==> src/rtl/kf8237_common_pkg.sv <==
// kf8237_common_pkg: channel count and shared register types for the KF8237 DMA register file
package kf8237_common_pkg;
  localparam int NUM_CHANNELS = 4;
  typedef logic [15:0] word16_t;
  typedef logic [NUM_CHANNELS-1:0] channel_onehot_t;
endpackage

==> src/rtl/kf8237_channel_register_pair.sv <==
// kf8237_channel_register_pair: base+current 16-bit pair with byte-lane load, +/-1 step, reload-from-base and high-byte-change flag
module kf8237_channel_register_pair
  import kf8237_common_pkg::*;
(
  input  logic       clock,
  input  logic       reset,
  input  logic [7:0] data,
  input  logic       write_low,
  input  logic       write_high,
  input  logic       step,
  input  logic       decrement,
  input  logic       reload,
  output word16_t    current,
  output logic       high_change
);
  word16_t base;
  word16_t moved;
  word16_t stepped;
  assign moved = reload ? base : decrement ? current - 16'd1 : current + 16'd1;
  assign stepped = (step || reload) ? moved : current;
  assign high_change = (step || reload) && (moved[15:8] != current[15:8]);
  always_ff @(posedge clock)
    if (reset) begin
      base <= '0;
      current <= '0;
    end else begin
      base <= {write_high ? data : base[15:8], write_low ? data : base[7:0]};
      current <= {write_high ? data : stepped[15:8], write_low ? data : stepped[7:0]};
    end
endmodule

==> src/rtl/kf8237_address_and_count_registers.sv <==
// kf8237_address_and_count_registers: per-channel address/count registers, byte-pointer read-back and transfer stepping
module kf8237_address_and_count_registers
  import kf8237_common_pkg::*;
(
  input  logic        clock,
  input  logic        reset,
  input  logic [7:0]  internal_data_bus,
  input  logic [3:0]  write_base_and_current_address,
  input  logic [3:0]  write_base_and_current_word_count,
  input  logic [3:0]  read_current_address,
  input  logic [3:0]  read_current_word_count,
  input  logic        clear_byte_pointer,
  input  logic        master_clear,
  input  logic [3:0]  dma_select,
  input  logic        next_word,
  input  logic        address_hold_config,
  input  logic        decrement_address_config,
  input  logic        autoinitialize_config,
  output logic [7:0]  read_address_or_count,
  output logic [15:0] transfer_address,
  output logic        terminal_count,
  output logic        update_high_address
);
  word16_t register_file [2*NUM_CHANNELS];
  logic high_change [2*NUM_CHANNELS];
  logic [2*NUM_CHANNELS-1:0] write_strobe;
  logic [2*NUM_CHANNELS-1:0] read_strobe;
  channel_onehot_t zero_count;
  channel_onehot_t reload_channel;
  channel_onehot_t step_channel;
  word16_t selected_address;
  word16_t read_word;
  logic valid_select;
  logic advance;
  logic read_active;
  logic read_active_d;
  logic byte_pointer;
  logic address_high_change;
  assign write_strobe = {write_base_and_current_word_count, write_base_and_current_address};
  assign read_strobe = {read_current_word_count, read_current_address};
  assign read_active = |read_strobe;
  assign valid_select = $onehot(dma_select);
  assign advance = next_word && valid_select;
  assign reload_channel = advance ? dma_select & zero_count & {NUM_CHANNELS{autoinitialize_config}} : '0;
  assign step_channel = advance ? dma_select & ~reload_channel : '0;
  for (genvar k = 0; k < 2*NUM_CHANNELS; k++) begin : g_pair
    localparam int c = k % NUM_CHANNELS;
    localparam bit is_count = k >= NUM_CHANNELS;
    kf8237_channel_register_pair u_pair (
      .clock(clock),
      .reset(reset),
      .data(internal_data_bus),
      .write_low(write_strobe[k] && !byte_pointer),
      .write_high(write_strobe[k] && byte_pointer),
      .step(step_channel[c] && (is_count || !address_hold_config)),
      .decrement(is_count || decrement_address_config),
      .reload(reload_channel[c]),
      .current(register_file[k]),
      .high_change(high_change[k])
    );
  end
  always_comb begin
    zero_count = '0;
    selected_address = '0;
    address_high_change = 1'b0;
    read_word = '0;
    for (int i = 0; i < NUM_CHANNELS; i++) begin
      zero_count[i] = register_file[NUM_CHANNELS+i] == 16'h0000;
      address_high_change = address_high_change | high_change[i];
      if (dma_select[i]) selected_address = register_file[i];
    end
    for (int i = 0; i < 2*NUM_CHANNELS; i++)
      if (read_strobe[i]) read_word = register_file[i];
  end
  assign read_address_or_count = !$onehot(read_strobe) ? 8'h00 : byte_pointer ? read_word[15:8] : read_word[7:0];
  assign transfer_address = valid_select ? selected_address : 16'h0000;
  assign terminal_count = valid_select && |(dma_select & zero_count);
  always_ff @(posedge clock)
    if (reset) begin
      byte_pointer <= 1'b0;
      read_active_d <= 1'b0;
      update_high_address <= 1'b0;
    end else begin
      byte_pointer <= (clear_byte_pointer || master_clear) ? 1'b0 :
                      (|write_strobe || (read_active_d && !read_active)) ? !byte_pointer : byte_pointer;
      read_active_d <= read_active;
      update_high_address <= address_high_change;
    end
endmodule

==> config.mk <==
export PLATFORM = sky130hd
export DESIGN_NAME = kf8237_address_and_count_registers
export DESIGN_NICKNAME = d
export VERILOG_FILES = /design/src/rtl/kf8237_common_pkg.sv /design/src/rtl/kf8237_channel_register_pair.sv /design/src/rtl/kf8237_address_and_count_registers.sv
export SDC_FILE = /design/constraint.sdc
export NUM_CORES = 1
export LEC_CHECK = 0
export ABC_AREA = 1
export CAP_MARGIN = 5
export CORE_AREA = 2 2 205 207
export DETAILED_ROUTE_END_ITERATION = 8
export DIE_AREA = 0 0 207 209
export HOLD_SLACK_MARGIN = 0.05
export PLACE_DENSITY = 0.69
export RECOVER_POWER = 25
export SYNTH_ARGS = -nofsm -noshare
export SYNTH_HDL_FRONTEND = slang
export SYNTH_SLANG_ARGS = --single-unit
==> constraint.sdc <==
create_clock -name clock -period 6.1 [get_ports clock]
set_clock_uncertainty 0.05 [all_clocks]
set_input_delay 1.22 -clock clock [delete_from_list [all_inputs] [get_ports clock]]
set_output_delay 1.22 -clock clock [all_outputs]
set_load 0.02 [all_outputs]
# --- Yosys cells after proc, flatten, opt, wreduce, memory -nomap -nowiden ---
# Index checks and enable logic that the tools add are counted.
totals:
  register_bits: 259
classes:
  add_sub_neg: 22
  n_eq_ne: 6
  n_mux: 53
  bitwise_logic: 7
  reduce_logical: 64
ops:
  columns: ["cell", "n"]
  rows:
  - ["two-way mux 16 bit", 33]
  - ["two-way mux 8 bit", 18]
  - ["subtractor 16 x 1 -> 16 bit (second input constant)", 8]
  - ["adder 16 x 1 -> 16 bit (second input constant)", 4]
  - ["logical NOT 16 bit", 4]
  - ["!= test 8 bit", 4]
  - ["nonzero test 2 bit", 16]
  - ["logical AND 1 bit", 27]
  - ["OR reduction 8 bit", 2]
  - ["adder 1 x 1 -> 2 bit", 6]
  - ["AND 4 bit", 3]
  - ["logical OR 1 bit", 10]
  - ["adder 2 x 2 -> 3 bit", 3]
  - ["two-way mux 4 bit", 2]
  - ["adder 3 x 3 -> 4 bit", 1]
  - ["equality test 4 x 1 -> 1 bit (second input constant)", 1]
  - ["inverter 4 bit", 1]
  - ["OR reduction 4 bit", 1]
  - ["equality test 3 x 1 -> 1 bit (second input constant)", 1]
  - ["logical NOT 1 bit", 3]
  - ["OR 1 bit", 3]
  - ["OR reduction 2 bit", 1]

# --- Longest topological paths before layout ---
# Gate-level depths: netlist of the first run.
logic_depth:
  depth_word: 14
  mapped_depth: 24
  mapped_depth_nobuf: 22

# --- Cells and area by module ---
# From an unflattened synthesis of the first run, not the netlist that was laid out.
hier_totals:
  hier_cells: 3781
  area_unflattened_um2: 22061.2
by_module_without_submodules:
  columns: ["mod", "n_inst", "cells_per_inst", "area_per_inst_um2", "seq_area_each_um2"]
  rows:
  - ["kf8237_channel_register_pair (g_pair[1].u_pair ...)", 7, 394, 2399.8, 640.6]
  - ["kf8237_address_and_count_registers", 1, 612, 2805.2, 60.1]
  - ["kf8237_channel_register_pair (g_pair[0].u_pair)", 1, 411, 2457.4, 640.6]

# --- Worst setup path before layout of the first run ---
# OpenSTA, ideal clock, no wires.
synth_path:
  kind: "input to output"
  from: "input read_current_word_count[1]"
  to: "output read_address_or_count[1]"
  arrival_time_ns: 4.416
  t_required_ns: 4.830
  setup_slack_ns: 0.414
  stages: 12
  path_buffers: 1
  path_cell_list: "clkbuf_1 -> clkinv_1 -> fa_1 -> fa_1 -> inv_1 -> ha_1 -> fa_1 -> o2bb2ai_1 -> nand2_1 -> nor2_1 -> inv_1 -> a211oi_1"
synth_between:
  elab_chain_cells: 5
  elab_cells_between_ends: 9
  cone_classes: "add/sub: 3; eq/ne: 1; mux: 5"
synth_rtl:
  columns: ["item", "line_no", "rtl"]
  rows:
  - ["start, declared", "kf8237_address_and_count_registers.sv:11", "input logic [3:0] read_current_word_count,"]
  - ["adder 1 x 1 -> 2 bit (implied by the code) or two-way mux 16 bit (tied branches)", "kf8237_address_and_count_registers.sv:75, kf8237_address_and_count_registers.sv:73", null]
  - ["adder 2 x 2 -> 3 bit (implied by the code) or two-way mux 16 bit (tied branches)", "kf8237_address_and_count_registers.sv:75, kf8237_address_and_count_registers.sv:73", null]
  - ["adder 3 x 3 -> 4 bit (implied by the code) or two-way mux 16 bit (tied branches)", "kf8237_address_and_count_registers.sv:75, kf8237_address_and_count_registers.sv:73", null]
  - ["equality test 4 x 1 -> 1 bit or two-way mux 8 bit (tied branches)", "kf8237_address_and_count_registers.sv:75", "assign read_address_or_count = !$onehot(read_strobe) ? 8'h00 : byte_pointer ? read_word[15:8] : read_word[7:0] ..."]
  - ["two-way mux 8 bit (*)", "kf8237_address_and_count_registers.sv:75", null]
  - ["end, declared", "kf8237_address_and_count_registers.sv:19", "output logic [7:0] read_address_or_count,"]
# Every way passes the cells marked *; elsewhere a longest branch is shown, timed or not.

# --- Final worst setup path of the first run ---
layout_path:
  from: "input read_current_address[1]"
  to: "output read_address_or_count[7]"
layout_between:
  elab_chain_cells: 9
  elab_cells_between_ends: 13
  cone_classes: "add/sub: 3; eq/ne: 1; mux: 9"
layout_rtl:
  columns: ["item", "line_no", "rtl"]
  rows:
  - ["start, declared", "kf8237_address_and_count_registers.sv:10", "input logic [3:0] read_current_address,"]
  - ["branches (longest 8 deep; another with adder 3 x 3 -> 4 bit)", null, null]
  - ["two-way mux 8 bit (*)", "kf8237_address_and_count_registers.sv:75", null]
# Mark *: on every way between the ends.

==> results of run 1 <==
==> how the worst min path moves through the flow <==
stage                                                 from                                endpoint  depth (start not counted)
detailed placement  g_pair[0].u_pair.base[12]$_SDFFE_PP0P_  g_pair[0].u_pair.base[12]$_SDFFE_PP0P_                          2
global placement     g_pair[2].u_pair.base[9]$_SDFFE_PP0P_   g_pair[2].u_pair.base[9]$_SDFFE_PP0P_                          2
global route        g_pair[0].u_pair.base[12]$_SDFFE_PP0P_  g_pair[0].u_pair.base[12]$_SDFFE_PP0P_                          2
floorplan            g_pair[1].u_pair.base[9]$_SDFFE_PP0P_   g_pair[1].u_pair.base[9]$_SDFFE_PP0P_                          2
finish               g_pair[1].u_pair.base[9]$_SDFFE_PP0P_   g_pair[1].u_pair.base[9]$_SDFFE_PP0P_                          2
CTS                  g_pair[3].u_pair.base[8]$_SDFFE_PP0P_   g_pair[3].u_pair.base[8]$_SDFFE_PP0P_                          2
==> placed cells by master (no fill, tap or decap), types with 12 or more instances in the layout <==
| cell type | count |
|---|---|
| dfxtp_1 | 259 |
| nand3_1 | 206 |
| nand3b_1 | 12 |
| inv_1 | 301 |
| o21ai_0 | 155 |
| a22oi_1 | 20 |
| xor2_1 | 28 |
| o211ai_1 | 27 |
| clkdlybuf4s50_1 | 46 |
| buf_4 | 45 |
| nand2_1 | 892 |
| nand4_1 | 16 |
| o221ai_1 | 19 |
| nor3_1 | 23 |
| a21oi_1 | 280 |
| clkinv_1 | 15 |
| or2_2 | 22 |
| ha_1 | 69 |
| nor2_1 | 228 |
| xnor2_1 | 20 |
| a31oi_1 | 93 |
| clkbuf_16 | 29 |
==> cell families after synthesis <==
kind of cell,synth area share (%)
XOR/XNOR,2.310
flip-flops,28.49
buffers and inverters,8.943
adder cells (fa/ha/maj),5.802
AO/OA/AOI/OAI,21.12
AND/OR/NAND/NOR,33.33
==> cell type report <==
cell class	instances	share of cell area, %
Tap cell	539	3.303
Inverter	327	6.011
Clock inverter	11	0.8273
Timing Repair Buffer	106	4.614
Multi-Input combinational cell	2239	55.97
Clock buffer	39	3.885
Sequential cell	259	25.39
==> repair_timing <==
item / CTS / global route
setup endpoints to repair: 8 / 5
pin swaps: 2 / 1
resized for setup: 49 / 3
==> power groups by stage <==
stage	Combinational [uW]	Clock (uW)	Sequential (uW)
detailed placement	1350	0	1940
global route	1550	1900	1910
floorplan	962	0	1880
CTS	1360	1840	1900
finish	1390	1830	1910
global placement	1330	0	1940
==> worst max-delay path, stage by stage <==
cell and delay, ns:
clkdlybuf4s50_1 0.45, fa_1 0.52, inv_1 0.05, fa_1 0.45
fa_1 0.49, inv_1 0.04, ha_2 0.18, fa_2 0.39
o2bb2ai_1 0.14, nand2_1 0.10, nor2_4 0.15, inv_2 0.09
a211oi_2 0.21, buf_4 0.17
==> layer usage <==
| layer | share of wire, % | GRT usage [%] |
|---|---|---|
| met5 | 0 | 0 |
| met4 | 5.2 | 13.99 |
| met3 | 9.0 | 4.674 |
| met2 | 43 | 47.61 |
| met1 | 43 | 40.75 |
==> stage by stage <==
step / total power (uW) / instances / utilization, %
finish: 5126 / 3520 / 49.45
CTS: 5100 / 3520 / 49.47
detailed placement: 3287 / 3470 / 47.15
global route: 5360 / 3520 / 49.45
global placement: 3266 / 3470 / 47.15
floorplan: 2847 / 2923 / -
==> sequential cells by signal, indices dropped and copies added, names as in the netlist <==
register and flops:
g_pair.u_pair.base 128, g_pair.u_pair.current 128, byte_pointer 1, update_high_address 1, read_active_d 1
==> metrics.yaml, run 1 <==
slew_headroom_pct: -131.4
synth_most_common_cell: "nand2_1"
layout_min_cycle_time_ns: 5.933
ant_nets: 0
cts.clk_slew.worst_paths_ns: 0.06
grt_start_max_net_pins: 160
power_switching_share_pct: 34.78
r2r-start: "g_pair[6].u_pair.current[0]$_SDFFE_PP0P_"
clkLatencyLatePin_ns: 0.58
grt_pass1_vias: 18880
antenna_found_initial: 0
viasPerCell: 5.785
worst-path-max-fanout: 6
status: "finished with violations"
dr.pass1.iters: 6
setup_violations: 0
rrSetupSlack_ns: 2.73
die_area_um2: 43260
die_h_um: 209
cap_violations: 2
vias: 20360
synth_cells: 2923
power_frac_clock_pct: 35.6
ys.warnings.count: 0
routed_wirelength_um: 67480
nNetsFinal: 3077
syn_avg_cell_area_um2: 6.227
yosys-top-cells-count: "nand2_1 (892), inv_1 (302), a21oi_1 (280), dfxtp_1 (259), nor2_1 (229)"
arrival_ns: 4.66
async_reset_ff_share_pct: 0
drtIter0Drc: 2197
dp_hpwl_um: 49690
fin_area_um2: 20420
antenna_cells: 0
min-delay-path-class: "register to register"
cts_setup_buffers: 0
synth_top_area_share_pct: 28.49
grt_overflow_total: 0
wl_per_cell_um: 19.17
setup_tns_ns: 0
multi_input_area_um2: 11430
hold_slack_ns: 0.4104
drc: 0
fmax_mhz: 168.5
ir_drop_mv: 0.1950
endpoint_kind: "primary output"
core_area_um2: 41290
area.sequential_um2: 5185
ys_types: 58
syn_area_um2: 18200
numClockSinks: 259
io_pins: 62
cts_root_buffer: "clkbuf_16"
dpl_cell_area_um2: 19470
p_switching_uw: 1783
gr-usage-all-layers_pct: 30.25
worst_slew_pin_slew_ns: 3.471
initial_utilization_pct: 44.08
syn_to_final_growth_pct: 12.18
die_w_um: 207
dp_slack_ns: -0.7038
tritoncts: "done"
ys_ff_latch: 259
rr_endpoint: "update_high_address$_SDFF_PP0_"
clockBufferDepth: 3
place.gp.congestion: 0.9832
slew_violations: 248
required_ns: 4.83
leakage_uw: 0.008946
finalCritPeriodShare_pct: 97.27
setup_ws_ns: 0.1665
cp-startpoint: "read_current_address[1]"
rows: 75
synth_edf_count: 0
synthTopCellsByArea: "dfxtp_1 (28%), nand2_1 (18%), a21oi_1 (7.7%)"
yosysTopAreaCell: "dfxtp_1"
failed_checks: "max-capacitance violations, max-slew violations"
synth_nets: 3038
reg2reg_depth: 16
fillCellCount: 4303
seqPwrFrac_pct: 37.2
power.internal_uw: 3343
drive_gt1_share_pct: 5.703
cts_max_level: 1
hold_violations: 0
power_frac_comb_pct: 27.2
port_buffers: 61
cts_buffers: 29
startpoint_type: "primary input"
path_class: "primary input to primary output"
cts_hold_buf: 0
crit_path_end: "read_address_or_count[7]"
seq_area_frac_synth_pct: 28.49
powerDensity_nw_per_um2: 251.0
synth_ff_type: "dfxtp_1"
rsz0062_at_grt: "false"
grt_pass1_wl_um: 104400
(Power assumes the default switching activity.)
==> run 2, diff against run 1 <==
==> constraint.sdc (replaced) <==
create_clock -name clock -period 6.1 [get_ports clock]
set_clock_uncertainty 0.05 [all_clocks]
set_input_delay 1.22 -clock clock [delete_from_list [all_inputs] [get_ports clock]]
set_output_delay 1.22 -clock clock [all_outputs]
set_load 0.005 [all_outputs]
==> run 2 against run 1 <==
  * The flow still finishes with violations (max-capacitance violations, max-slew violations)
  * Largest power group is now clock
  * Sequential share of layout area hardly changed
  * Via count is 1.0% higher
  * Combinational power hardly changed
  * Wire length is 0.30% higher
  * Sequential cell count did not move
  * Total power increased by 1.5%
  * Highest routed layer unchanged
  * Global-route usage is 0.077 points lower
  * Utilization barely moved
  * Cell area hardly changed
  * Critical path depth unchanged
  * Maximum frequency rose by 0.94%
  * First-iteration DRC count decreased by 4.7%
==> metrics.yaml, run 2 (synthesis results as in run 1) <==
failed_checks: "max-capacitance violations, max-slew violations"
viasPerCell: 5.846  # +1.1%
ir_drop_mv: 0.2523  # +29%
core_area_um2: 41290  # unchanged
initial_utilization_pct: 44.08  # unchanged
drtIter0Drc: 2094  # -4.7%
arrival_ns: 4.61  # -0.05 ns
cp_common_cell: "fa_1"
required_ns: 4.83  # about the same
rows: 75  # unchanged
die_h_um: 209  # unchanged
drive_gt1_share_pct: 5.906  # +0.20 points
final_cell_mix: "nand2_1 (892), inv_1 (300), a21oi_1 (279), dfxtp_1 (259), nor2_1 (227)"
clkLatencyLatePin_ns: 0.60  # +0.02 ns
cts_setup_buffers: 0  # unchanged
power.internal_uw: 3386  # +1.3%
clockBufferDepth: 3  # unchanged
dr.pass1.iters: 6  # unchanged
grt_overflow_total: 0  # unchanged
path_class: "primary input to primary output"
syn_to_final_growth_pct: 12.19  # about the same
ant_nets: 0  # unchanged
drc: 0  # unchanged
multi_input_area_um2: 11440  # +0.15%
power_frac_comb_pct: 26.3  # -0.9 points
layout_min_cycle_time_ns: 5.878  # -0.05506 ns
grt_pass1_wl_um: 104800  # +0.38%
die_area_um2: 43260  # unchanged
tritoncts: "done"
cts.clk_slew.worst_paths_ns: 0.06  # about the same
power_frac_clock_pct: 37.0  # +1.4 points
status: "finished with violations"
gr-usage-all-layers_pct: 30.17  # -0.077 points
place.gp.congestion: 1.023  # +4.0%
endpoint_kind: "primary output"
fin_util_pct: 49.45  # about the same
slowest_stage: "fa_1"
p_total_uw: 5204  # +1.5%
worst_slew_pin_slew_ns: 2.545  # -0.9257 ns
nNetsFinal: 3072  # -0.16%
slew_headroom_pct: -69.68  # +62 points
p_switching_uw: 1818  # +1.9%
setup_tns_ns: 0  # unchanged
hold_violations: 0  # unchanged
grt_start_max_net_pins: 114  # -29%
fmax_mhz: 170.1  # +0.94%
cpPeakStageDelay_ns: 0.54  # +0.02 ns
leakage_uw: 0.008946  # about the same
cp_cell_sequence: "clkdlybuf4s50_1 > fa_1 > inv_1 > fa_1 > fa_1 > inv_2 > ha_4 > fa_2 > o2bb2ai_2 > nand2_1 > nor2_2 > inv_2 > a221oi_2 > buf_2"
rsz0062_at_grt: "false"
antenna_cells: 0  # unchanged
setup_violations: 0  # unchanged
routed_wirelength_um: 67680  # +0.30%
grt_pass1_vias: 18880  # -0.011%
cts_root_buffer: "clkbuf_16"
slew_violations: 279  # +13%
startpoint_type: "primary input"
io_pins: 62  # unchanged
power_switching_share_pct: 34.93  # +0.14 points
cap_violations: 5  # +3
cts_max_level: 1  # unchanged
worst-path-max-fanout: 6  # unchanged
cts_buffers: 29  # unchanged
fillCellCount: 4228  # -1.7%
min-delay-path-class: "register to register"
wl_per_cell_um: 19.23  # +0.33%
vias: 20570  # +1.0%
port_buffers: 61  # unchanged
antenna_found_initial: 0  # unchanged
dp_hpwl_um: 49940  # +0.51%
die_w_um: 207  # unchanged
numClockSinks: 259  # unchanged
seqPwrFrac_pct: 36.6  # -0.6 points
powerDensity_nw_per_um2: 254.8  # +1.5%
area.sequential_um2: 5185  # unchanged
finalCritPeriodShare_pct: 96.37  # -0.90 points
reg_top3: "g_pair.u_pair.base x128, g_pair.u_pair.current x128"
final_common_cell: "nand2_1"
[run 2: cell count changes in the layout (fill, tap and decap cells not counted), sizes merged]
cell           previous run  this run
dlygate4sd2               1         0
buf                      53        44
clkinv                   20        22
dlymetal6s2s              0         1
clkinvlp                  1         2
dlygate4sd3               4         3
inv                     313       315
clkbuf                   41        46
clkdlybuf4s50            46        45
[run 2: final timing paths]
| check | from | endpoint | slack (ns) | cells after the start |
|---|---|---|---|---|
| max | read_current_address[1] | read_address_or_count[0] | 0.22 | 14 |
| min | g_pair[7].u_pair.base[15]$_SDFFE_PP0P_ | g_pair[7].u_pair.base[15]$_SDFFE_PP0P_ | 0.41 | 2 |
| max reg2reg | g_pair[3].u_pair.current[0]$_SDFFE_PP0P_ | update_high_address$_SDFF_PP0_ | 2.94 | 18 |
| min reg2reg | g_pair[7].u_pair.base[15]$_SDFFE_PP0P_ | g_pair[7].u_pair.base[15]$_SDFFE_PP0P_ | 0.41 | 2 |
[run 2: per-layer routing]
metal	routed length, um	track usage, %	up-vias	share of wire [%]
met4	3487	14.06	0	5.2
met3	6008	4.253	178	8.9
li1	-	-	9858	-
met5	0	0	-	0
met2	29170	46.51	970	43
met1	29020	41.65	9566	43
[run 2: final cells by class]
cell class / instances / share of cell area [%]
sequential: 259 / 25.39
clock buffer: 38 / 4.013
timing repair buffer: 101 / 4.130
inverter: 327 / 6.011
multi-input combinational: 2239 / 56.05
tap: 539 / 3.303
clock inverter: 16 / 1.103
[run 2: what timing repair did]
| action | 4_1_cts | 5_1_grt |
|---|---|---|
| hold buffers | 0 | 0 |
| endpoints found under the hold margin | 0 | 0 |
| pin swaps | 3 | 8 |
| resized for setup | 32 | 13 |
| setup endpoints to repair | 8 | 8 |
[run 2: worst max-delay path, delay by kind of cell]
family | cells | cell delay, ns
adder cells (fa/ha/maj) | 5 | 2.06
buffers and inverters | 5 | 0.81
AO/OA/AOI/OAI | 2 | 0.31
AND/OR/NAND/NOR | 2 | 0.21
[run 2: power groups by stage]
stage                     logic [uW]  clock network (uW)  registers, uW
after floorplan                  943                   0           1880
after global placement          1300                   0           1930
after detailed placement        1320                   0           1940
after CTS                       1330                1940           1900
after global routing            1520                2010           1910
final                           1370                1930           1910
[run 2: per-stage QoR]
step | setup slack, ns | std cells | instance area, um2 | hold slack, ns
global placement | -0.4839 | 3465 | 19370 | 0.3976
CTS | 0.02188 | 3519 | 20430 | 0.4132
detailed placement | -0.5365 | 3465 | 19370 | 0.4030
finish | 0.2216 | 3519 | 20420 | 0.4109
global route | 0.07797 | 3519 | 20420 | 0.4273
floorplan | 0.7347 | 2923 | 18200 | 0.3905
==> run 3, diff against run 2 <==
--- a/config.mk
+++ b/config.mk
@@ -8,6 +8,7 @@
 export ABC_AREA = 1
 export CAP_MARGIN = 5
 export CORE_AREA = 2 2 205 207
+export CTS_BUF_LIST = sky130_fd_sc_hd__clkbuf_4 sky130_fd_sc_hd__clkbuf_8 sky130_fd_sc_hd__clkbuf_16
 export DETAILED_ROUTE_END_ITERATION = 8
 export DIE_AREA = 0 0 207 209
 export HOLD_SLACK_MARGIN = 0.05
==> run 3 against run 2 <==
  * The flow still finishes with violations (max-capacitance violations, max-slew violations)
  * Clock power hardly changed
  * Non-clock buffer count stayed put
  * Sequential share of layout area hardly changed
  * Critical path depth stayed put
  * Register-to-register slack worse by 0.02 ns
  * Die area stayed put
  * Setup slack worse by 0.0045 ns
  * Critical path type unchanged
  * Highest routed layer unchanged
==> metrics.yaml, run 3 (synthesis results as in run 1) <==
tritoncts: "done"
cpPeakStageDelay_ns: 0.54  # about the same
final_common_cell: "nand2_1"
cpLargestDelayFamily: "adder cells"
final_cell_mix: "nand2_1 (892), inv_1 (300), a21oi_1 (279), dfxtp_1 (259), nor2_1 (227)"
area.sequential_um2: 5185  # unchanged
layout.cells.non_filler: 3519  # unchanged
status: "finished with violations"
seqPwrFrac_pct: 36.5  # about the same
grt_pass1_vias: 18880  # -0.011%
setup_violations: 0  # unchanged
fin_area_um2: 20430  # about the same
startpoint_type: "primary input"
dp_hpwl_um: 49940  # unchanged
viasPerCell: 5.865  # +0.33%
rows: 75  # unchanged
powerDensity_nw_per_um2: 255.6  # +0.29%
endpoint_kind: "primary output"
initial_utilization_pct: 44.08  # unchanged
path_class: "primary input to primary output"
core_area_um2: 41290  # unchanged
required_ns: 4.83  # about the same
arrival_ns: 4.61  # about the same
worst_slew_pin_slew_ns: 2.505  # -0.03978 ns
routed_wirelength_um: 67780  # +0.14%
worst-path-max-fanout: 6  # unchanged
cts.clk_slew.worst_paths_ns: 0.06  # about the same
min-delay-path-class: "register to register"
cap_violations: 6  # +1
clkLatencyLatePin_ns: 0.60  # about the same
numClockSinks: 259  # unchanged
die_area_um2: 43260  # unchanged
cts_max_level: 1  # unchanged
power_switching_share_pct: 34.89  # -0.040 points
finalCritPeriodShare_pct: 96.44  # about the same
grt_pass1_wl_um: 104800  # about the same
nNetsFinal: 3072  # unchanged
port_buffers: 61  # unchanged
antenna_cells: 0  # unchanged
gr-usage-all-layers_pct: 30.17  # about the same
fmax_mhz: 170.0  # about the same
ant_nets: 0  # unchanged
syn_to_final_growth_pct: 12.23  # about the same
cts_root_buffer: "clkbuf_16"
reg_top3: "g_pair.u_pair.base x128, g_pair.u_pair.current x128"
ir_drop_mv: 0.2523  # about the same
multi_input_area_um2: 11440  # unchanged
drtIter0Drc: 2295  # +9.6%
power_frac_clock_pct: 37.2  # +0.2 points
power_frac_comb_pct: 26.3  # about the same
slowest_stage: "fa_1"
clockBufferDepth: 3  # unchanged
place_inst: 3465  # unchanged
power.internal_uw: 3399  # +0.39%
hold_violations: 0  # unchanged
cp_cell_sequence: "clkdlybuf4s50_1 > fa_1 > inv_1 > fa_1 > fa_1 > inv_2 > ha_4 > fa_2 > o2bb2ai_2 > nand2_1 > nor2_2 > inv_2 > a221oi_2 > buf_2"
cp_common_cell: "fa_1"
p_total_uw: 5221  # +0.33%
dpl_cell_area_um2: 19370  # unchanged
die_h_um: 209  # unchanged
cts_buffers: 29  # unchanged
io_pins: 62  # unchanged
failed_checks: "max-capacitance violations, max-slew violations"
die_w_um: 207  # unchanged
grt_start_max_net_pins: 114  # unchanged
drive_gt1_share_pct: 5.973  # +0.067 points
cp_num_buf_inv: 5  # unchanged
wl_per_cell_um: 19.26  # +0.14%
grt_overflow_total: 0  # unchanged
cts_hold_buf: 0  # unchanged
p_switching_uw: 1821  # +0.21%
drc: 0  # unchanged
fillCellCount: 4230  # +0.047%
antenna_found_initial: 0  # unchanged
place.gp.congestion: 1.023  # unchanged
slew_violations: 294  # +5.4%
dr.pass1.iters: 6  # unchanged
rsz0062_at_grt: "false"
vias: 20640  # +0.33%
layout_min_cycle_time_ns: 5.883  # +0.004468 ns
slew_headroom_pct: -67.03  # +2.7 points
leakage_uw: 0.008953  # about the same
==> run 3: cell type report <==
cell class              instances  area share (%)
inverters                     327           6.009
flip-flops and latches        259           25.38
multi-input cells            2239           56.03
repair buffers                101           4.110
well taps                     539           3.301
clock inverters                16           1.103
clock buffers                  38           4.067
==> run 3: worst paths after layout <==
path | from | endpoint | slack [ns] | cells past startpoint
max | read_current_address[1] | read_address_or_count[0] | 0.22 | 14
min | g_pair[4].u_pair.base[2]$_SDFFE_PP0P_ | g_pair[4].u_pair.base[2]$_SDFFE_PP0P_ | 0.41 | 2
max reg2reg | g_pair[3].u_pair.current[0]$_SDFFE_PP0P_ | update_high_address$_SDFF_PP0_ | 2.92 | 18
min reg2reg | g_pair[4].u_pair.base[2]$_SDFFE_PP0P_ | g_pair[4].u_pair.base[2]$_SDFFE_PP0P_ | 0.41 | 2
==> run 3: timing repair <==
action,CTS,global route
gates resized for setup,32,13
setup endpoints to repair,8,8
pin swaps,3,8
setup buffers,0,0
==> run 3: metal layers <==
| layer | wire length (um) | GRT usage, % | share of wire, % | vias to the layer above |
|---|---|---|---|---|
| li1 | - | - | - | 9837 |
| met1 | 29110 | 41.66 | 43 | 9568 |
| met2 | 29040 | 46.54 | 43 | 1046 |
| met3 | 6012 | 4.283 | 8.9 | 188 |
| met4 | 3615 | 13.94 | 5.3 | 0 |
| met5 | 0 | 0 | 0 | - |
==> run 3: power groups by stage <==
stage	clock network [uW]	registers [uW]	logic [uW]
after floorplan	0	1880	943
after global placement	0	1930	1300
after detailed placement	0	1940	1320
after CTS	1950	1900	1330
after global routing	2020	1910	1520
final	1940	1910	1370
==> run 3: metrics by stage <==
| step | hold slack, ns | utilization [%] | setup TNS, ns | setup slack (ns) |
|---|---|---|---|---|
| 4_1_cts | 0.4132 | 49.51 | 0 | 0.02188 |
| 3_3_place_gp | 0.3976 | 46.92 | -3.402 | -0.4839 |
| 6_report | 0.4119 | 49.47 | 0 | 0.2171 |
| 5_1_grt | 0.4273 | 49.47 | 0 | 0.07797 |
| 3_5_place_dp | 0.4030 | 46.92 | -3.456 | -0.5365 |
| 2_1_floorplan | 0.3905 | - | 0 | 0.7347 |
==> run 3: tightest hold or removal path, delay by kind of cell (launching register included) <==
kind               cells  cell delay, ns
AOI/OAI and AO/OA      1            0.05
DFF                    1            0.30
and+or+nand+nor        1            0.06
